### src/rtl/vga_sync_recover.sv
// vga_sync_recover: recovers hpos/vpos/visible and lock status from incoming active-high hsync/vsync
// Ports: clk pixel clock; reset async active-high; hsync_in/vsync_in source syncs;
// hpos/vpos recovered position (source position one cycle late); visible locked and in view;
// locked h_locked & v_locked; line_len last line period; frame_lines last frame line count;
// timing_err one-cycle pulse on a bad or lost period.
module vga_sync_recover #(
    parameter int H_VIEW     = 640,
    parameter int H_TOTAL    = 800,
    parameter int H_EDGE_POS = 657,
    parameter int V_VIEW     = 480,
    parameter int V_TOTAL    = 525,
    parameter int V_EDGE_POS = 490,
    parameter int LOCK_LINES = 3
) (
    input  logic        clk,
    input  logic        reset,
    input  logic        hsync_in,
    input  logic        vsync_in,
    output logic [9:0]  hpos,
    output logic [9:0]  vpos,
    output logic        visible,
    output logic        locked,
    output logic [11:0] line_len,
    output logic [10:0] frame_lines,
    output logic        timing_err
);
    localparam int G_W = $clog2(LOCK_LINES + 1);
    localparam logic [9:0]     H_LAST = 10'(H_TOTAL - 1);
    localparam logic [9:0]     H_LOAD = 10'(H_EDGE_POS);
    localparam logic [9:0]     H_VIS  = 10'(H_VIEW);
    localparam logic [9:0]     V_LAST = 10'(V_TOTAL - 1);
    localparam logic [9:0]     V_LOAD = 10'(V_EDGE_POS);
    localparam logic [9:0]     V_VIS  = 10'(V_VIEW);
    localparam logic [11:0]    H_LEN  = 12'(H_TOTAL);
    localparam logic [10:0]    V_LEN  = 11'(V_TOTAL);
    localparam logic [10:0]    L_MAX  = 11'(2 * V_TOTAL);
    localparam logic [G_W-1:0] G_MAX  = G_W'(LOCK_LINES);

    logic           hs_prev, vs_prev, seen_h, seen_v, h_locked, v_locked;
    logic [11:0]    hcnt;
    logic [10:0]    lcnt;
    logic [G_W-1:0] good;
    logic           hrise, vrise, h_bad, h_lost, v_bad;
    logic [10:0]    cap;
    logic [G_W-1:0] good_inc;

    // h_lost fires only on the transition into saturation, so a dead hsync pulses once
    always_comb begin
        hrise    = hsync_in & ~hs_prev;
        vrise    = vsync_in & ~vs_prev;
        h_bad    = hrise & seen_h & (hcnt != H_LEN);
        h_lost   = ~hrise & (hcnt == 12'd4094);
        cap      = (&lcnt) ? lcnt : lcnt + 11'(hrise);
        v_bad    = vrise & seen_v & (cap != V_LEN);
        good_inc = (good == G_MAX) ? good : good + G_W'(1);
    end

    assign visible = locked & (hpos < H_VIS) & (vpos < V_VIS);

    always_ff @(posedge clk or posedge reset) begin
        if (reset) begin
            hs_prev     <= 1'b1;
            vs_prev     <= 1'b1;
            hpos        <= '0;
            vpos        <= '0;
            line_len    <= '0;
            frame_lines <= '0;
            locked      <= 1'b0;
            timing_err  <= 1'b0;
            h_locked    <= 1'b0;
            v_locked    <= 1'b0;
            seen_h      <= 1'b0;
            seen_v      <= 1'b0;
            hcnt        <= '0;
            lcnt        <= '0;
            good        <= '0;
        end else begin
            hs_prev    <= hsync_in;
            vs_prev    <= vsync_in;
            hpos       <= hrise ? H_LOAD : (hpos == H_LAST) ? 10'd0 : hpos + 10'd1;
            vpos       <= vrise ? V_LOAD : (hpos != H_LAST) ? vpos : (vpos == V_LAST) ? 10'd0 : vpos + 10'd1;
            hcnt       <= hrise ? 12'd1 : (&hcnt) ? hcnt : hcnt + 12'd1;
            timing_err <= h_bad | h_lost | v_bad;
            locked     <= h_locked & v_locked;
            if (hrise) begin
                seen_h <= 1'b1;
                if (seen_h) begin
                    line_len <= hcnt;
                    good     <= h_bad ? '0 : good_inc;
                    h_locked <= ~h_bad & (good_inc == G_MAX);
                end
            end else if (h_lost) begin
                seen_h   <= 1'b0;
                h_locked <= 1'b0;
                good     <= '0;
            end
            if (vrise) begin
                lcnt        <= '0;
                frame_lines <= cap;
                seen_v      <= 1'b1;
                if (seen_v)
                    v_locked <= ~v_bad;
            end else begin
                if (hrise && !(&lcnt))
                    lcnt <= lcnt + 11'd1;
                if (lcnt > L_MAX) begin
                    v_locked <= 1'b0;
                    seen_v   <= 1'b0;
                end
            end
        end
    end
endmodule
### config.mk
export PLATFORM = sky130hd
export DESIGN_NAME = vga_sync_recover
export DESIGN_NICKNAME = d
export VERILOG_FILES = /design/src/rtl/vga_sync_recover.sv
export SDC_FILE = /design/constraint.sdc
export NUM_CORES = 1
export LEC_CHECK = 0
export ABC_AREA = 0
export BUFFER_PORTS_ARGS = -buffer_cell sky130_fd_sc_hd__buf_4
export CORE_ASPECT_RATIO = 1.5
export CORE_UTILIZATION = 50
export CTS_CLUSTER_SIZE = 8
export DETAILED_ROUTE_END_ITERATION = 12
export PLACE_DENSITY = 0.7
export SYNTH_ARGS = -nofsm -noshare
export SYNTH_HDL_FRONTEND = slang
export SYNTH_SLANG_ARGS = --single-unit
### constraint.sdc
create_clock -name clk -period 6.2 [get_ports clk]
set_input_delay 0.31 -clock clk [delete_from_list [all_inputs] [get_ports clk]]
set_output_delay 0.31 -clock clk [all_outputs]
set_load 0.1 [all_outputs]
==> impl_metrics.yaml <==
layout:
  final_common_cell: "dfrtp_1"
  drive_gt1_share_pct: 21.48
  final_net_count: 443
  diodes: 0
  num-fill-cells: 647
  area_growth_pct: 18.30
  fin_util_pct: 60.94
  final_cell_mix: "dfrtp_1, buf_4, nor2_1, nand2_1, o21ai_0"
  ff_latch_area_sq_mm: 0.001904
  multiInputGateArea_sq_mm: 0.001846
outcome:
  status: "complete, no violations"
floorplan:
  io_pins: 50
  die_area_sq_mm: 0.008157
  rows: 39
  start_util_pct: 51.51
  coreArea_sq_mm: 0.007564
  die_h_um: 110.1
  die_w_um: 74.08
sta:
  tns_ns: 0
  slew_viol_final: 0
  whs_ns: 0.09531
  period_share_pct: 49.04
  hold_viol_final: 0
  finalClockSkew_ns: 0.007988
  min_period_ns: 3.040
  fmax_ghz: 0.3289
  finalSetupViolCount: 0
  finalWorstSetupSlack_ns: 3.160
  worstMarginPinSlew_ns: 0.9298
  rsz0062_at_grt: "false"
  relSlewSlack_pct: 38.02
pwr:
  sw_frac_of_total_pct: 36.60
  clockPowerShare_pct: 34.3
  p_per_area_mw_per_mm2: 330.2
  p_leak_nw: 2.105
  seqPwrFrac_pct: 39.4
  vdd_ir_drop_max_mv: 0.2520
  p_sw_mw: 0.5571
  internal_power_mw: 0.9649
  combPwrFrac_pct: 26.2
placement:
  hpwl_um: 5737
  post-place-ws_ns: 3.180
  gp_congestion: 0.9266
  portBuffers: 49
critical_path:
  reg2reg_depth: 9
  cp.arrival_ns: 3.25
  r2r_start: "hs_prev$_DFF_PP1_"
  critPathLaunchType: "flip-flop"
  path_class: "reg -> reg"
  worstSetupEndpointType: "flip-flop"
  crit_path_start: "hs_prev$_DFF_PP1_"
  worstPathRequired_ns: 6.41
  regToRegEndpoint: "timing_err$_DFF_PP0_"
  r2r_setup_slack_ns: 3.16
  crit_path_max_fanout: 15
job:
  maxCapViolCount: 0
logic_synthesis:
  yosysWarnings: 0
  ys_seq_area_share_pct: 48.88
  synth-seq-cells: 76
  synth_cells: 385
  syn_area_sq_mm: 0.003896
  syn_nets: 400
  synth_edf_count: 0
  yosysUniqueCellTypes: 58
  postSynth.asyncResetShare_pct: 100.0
  syn_avg_cell_area_sq_um: 10.12
  yosys_most_used_dff: "dfrtp_1"
clock_tree:
  cts-root-buf: "clkbuf_16"
  clkTransAtPathRegs_ns: 0.06
  cts_tree: "yes"
  postCtsSetupRepairBufs: 0
  clkLatencyLatePin_ns: 0.33
  cts_buffers: 9
  cts_max_path_buffers: 2
  htree_levels: 3
  cts.hold.buffers_added: 0
  cts_resized: 0
  clock_sinks: 76
detailed_routing:
  drt.antenna.violating_nets: 0
  drt-vias-per-instance: 5.639
  wl_per_cell_um: 15.32
  route.detailed.drc: 0
  drt-initial-drc-count: 148
  route.vias.total: 3017
  first_pass_iters: 4
  wl_um: 8195
worst_hold_path:
  min_from: "hsync_in"
  whs_path_depth: 1
  hold_end: "hs_prev$_DFF_PP1_"
  hold_path_class: "in -> reg"
grt:
  grt_usage_pct: 22.37
  antenna_found_initial: 0
  grt_overflow: 0
  grt_max_degree: 77
  grt_pass1_wl_um: 13810
  grt_pass1_vias: 2984
cell usage after synthesis (3+ instances only):
cell | count | share of area (%)
nor2_1 | 36 | 3.5
buf_2 | 6 | 0.77
nor4b_1 | 3 | 0.67
a21oi_1 | 14 | 1.8
nand4_1 | 15 | 2.4
ha_1 | 11 | 3.5
xnor2_1 | 8 | 1.8
and3_1 | 11 | 1.8
dfrtp_1 | 74 | 48
clkbuf_1 | 7 | 0.67
o21ai_0 | 26 | 3.3
inv_1 | 12 | 1.2
nand2_1 | 33 | 3.2
nand2b_1 | 3 | 0.48
and2_1 | 3 | 0.48
a31oi_1 | 12 | 1.9
and4_1 | 4 | 0.90
mux2_2 | 10 | 2.9
mux2i_1 | 3 | 0.77
nor3_1 | 8 | 1.0
nand3_1 | 17 | 2.2
xor2_1 | 20 | 4.5
area by class of cell:
| cell class | instances | share of cell area [%] |
|---|---|---|
| Clock buffer | 12 | 5.565 |
| Clock inverter | 4 | 1.031 |
| Inverter | 12 | 0.9772 |
| Multi-Input combinational cell | 278 | 40.04 |
| Sequential cell | 76 | 41.31 |
| Tap cell | 102 | 2.769 |
| Timing Repair Buffer | 51 | 8.306 |
sequential cells by signal, indices dropped and copies added (netlist names), 2 cells and up:
signal and count:
frame_lines 11, good 2, hcnt 12, hpos 10
lcnt 11, line_len 12, vpos 10
worst max-delay path: stages, from the launching register on:
cell      delay, ns
dfstp_2        0.50
nand2b_1       0.50
inv_1          0.43
ha_1           0.37
ha_1           0.25
xnor2_1        0.15
nor3b_1        0.21
nand4_1        0.12
and4b_1        0.29
a21oi_1        0.07
stage by stage:
stage                     instances  total power, mW  area, sq um
after floorplan                 385           0.9179         3896
after global placement          519            1.002         4305
after detailed placement        519            1.008         4305
after CTS                       535            1.534         4609
after global routing            535            1.589         4609
final                           535            1.522         4609
logic make-up (layout without fill, tap and decap cells):
kind of cell | Yosys count | after routing | share of synthesized area (%)
multiplexers | 13 | 13 | 3.661
adder cells (fa/ha/maj) | 11 | 11 | 3.532
AND/OR/NAND/NOR | 153 | 153 | 21.36
XOR/XNOR | 28 | 28 | 6.294
AO/OA/AOI/OAI | 73 | 73 | 12.52
buffers and inverters | 31 | 79 | 3.757
flip-flops | 76 | 76 | 48.88
worst max-delay path by stage:
stage                           endpoint  slack, ns  depth (start not counted)
floorplan            vpos[5]$_DFFE_PP0P_       3.79                          6
global placement    timing_err$_DFF_PP0_       3.27                          9
detailed placement  timing_err$_DFF_PP0_       3.18                          9
CTS                 timing_err$_DFF_PP0_       3.14                          9
global route        timing_err$_DFF_PP0_       3.01                          9
finish              timing_err$_DFF_PP0_       3.16                          9
power groups by stage:
stage	clock network, mW	logic (mW)	registers (mW)
after floorplan	0	0.102	0.816
after global placement	0	0.397	0.605
after detailed placement	0	0.400	0.607
after CTS	0.532	0.403	0.599
after global routing	0.556	0.426	0.608
final	0.523	0.399	0.600
metal layers:
| layer | global-route usage [%] | share of wire, % |
|---|---|---|
| met1 | 26.35 | 43 |
| met2 | 38.90 | 52 |
| met3 | 4.182 | 3.0 |
| met4 | 10.16 | 2.0 |
| met5 | 0 | 0 |
No activity file was read; power rests on OpenSTA's default activity.
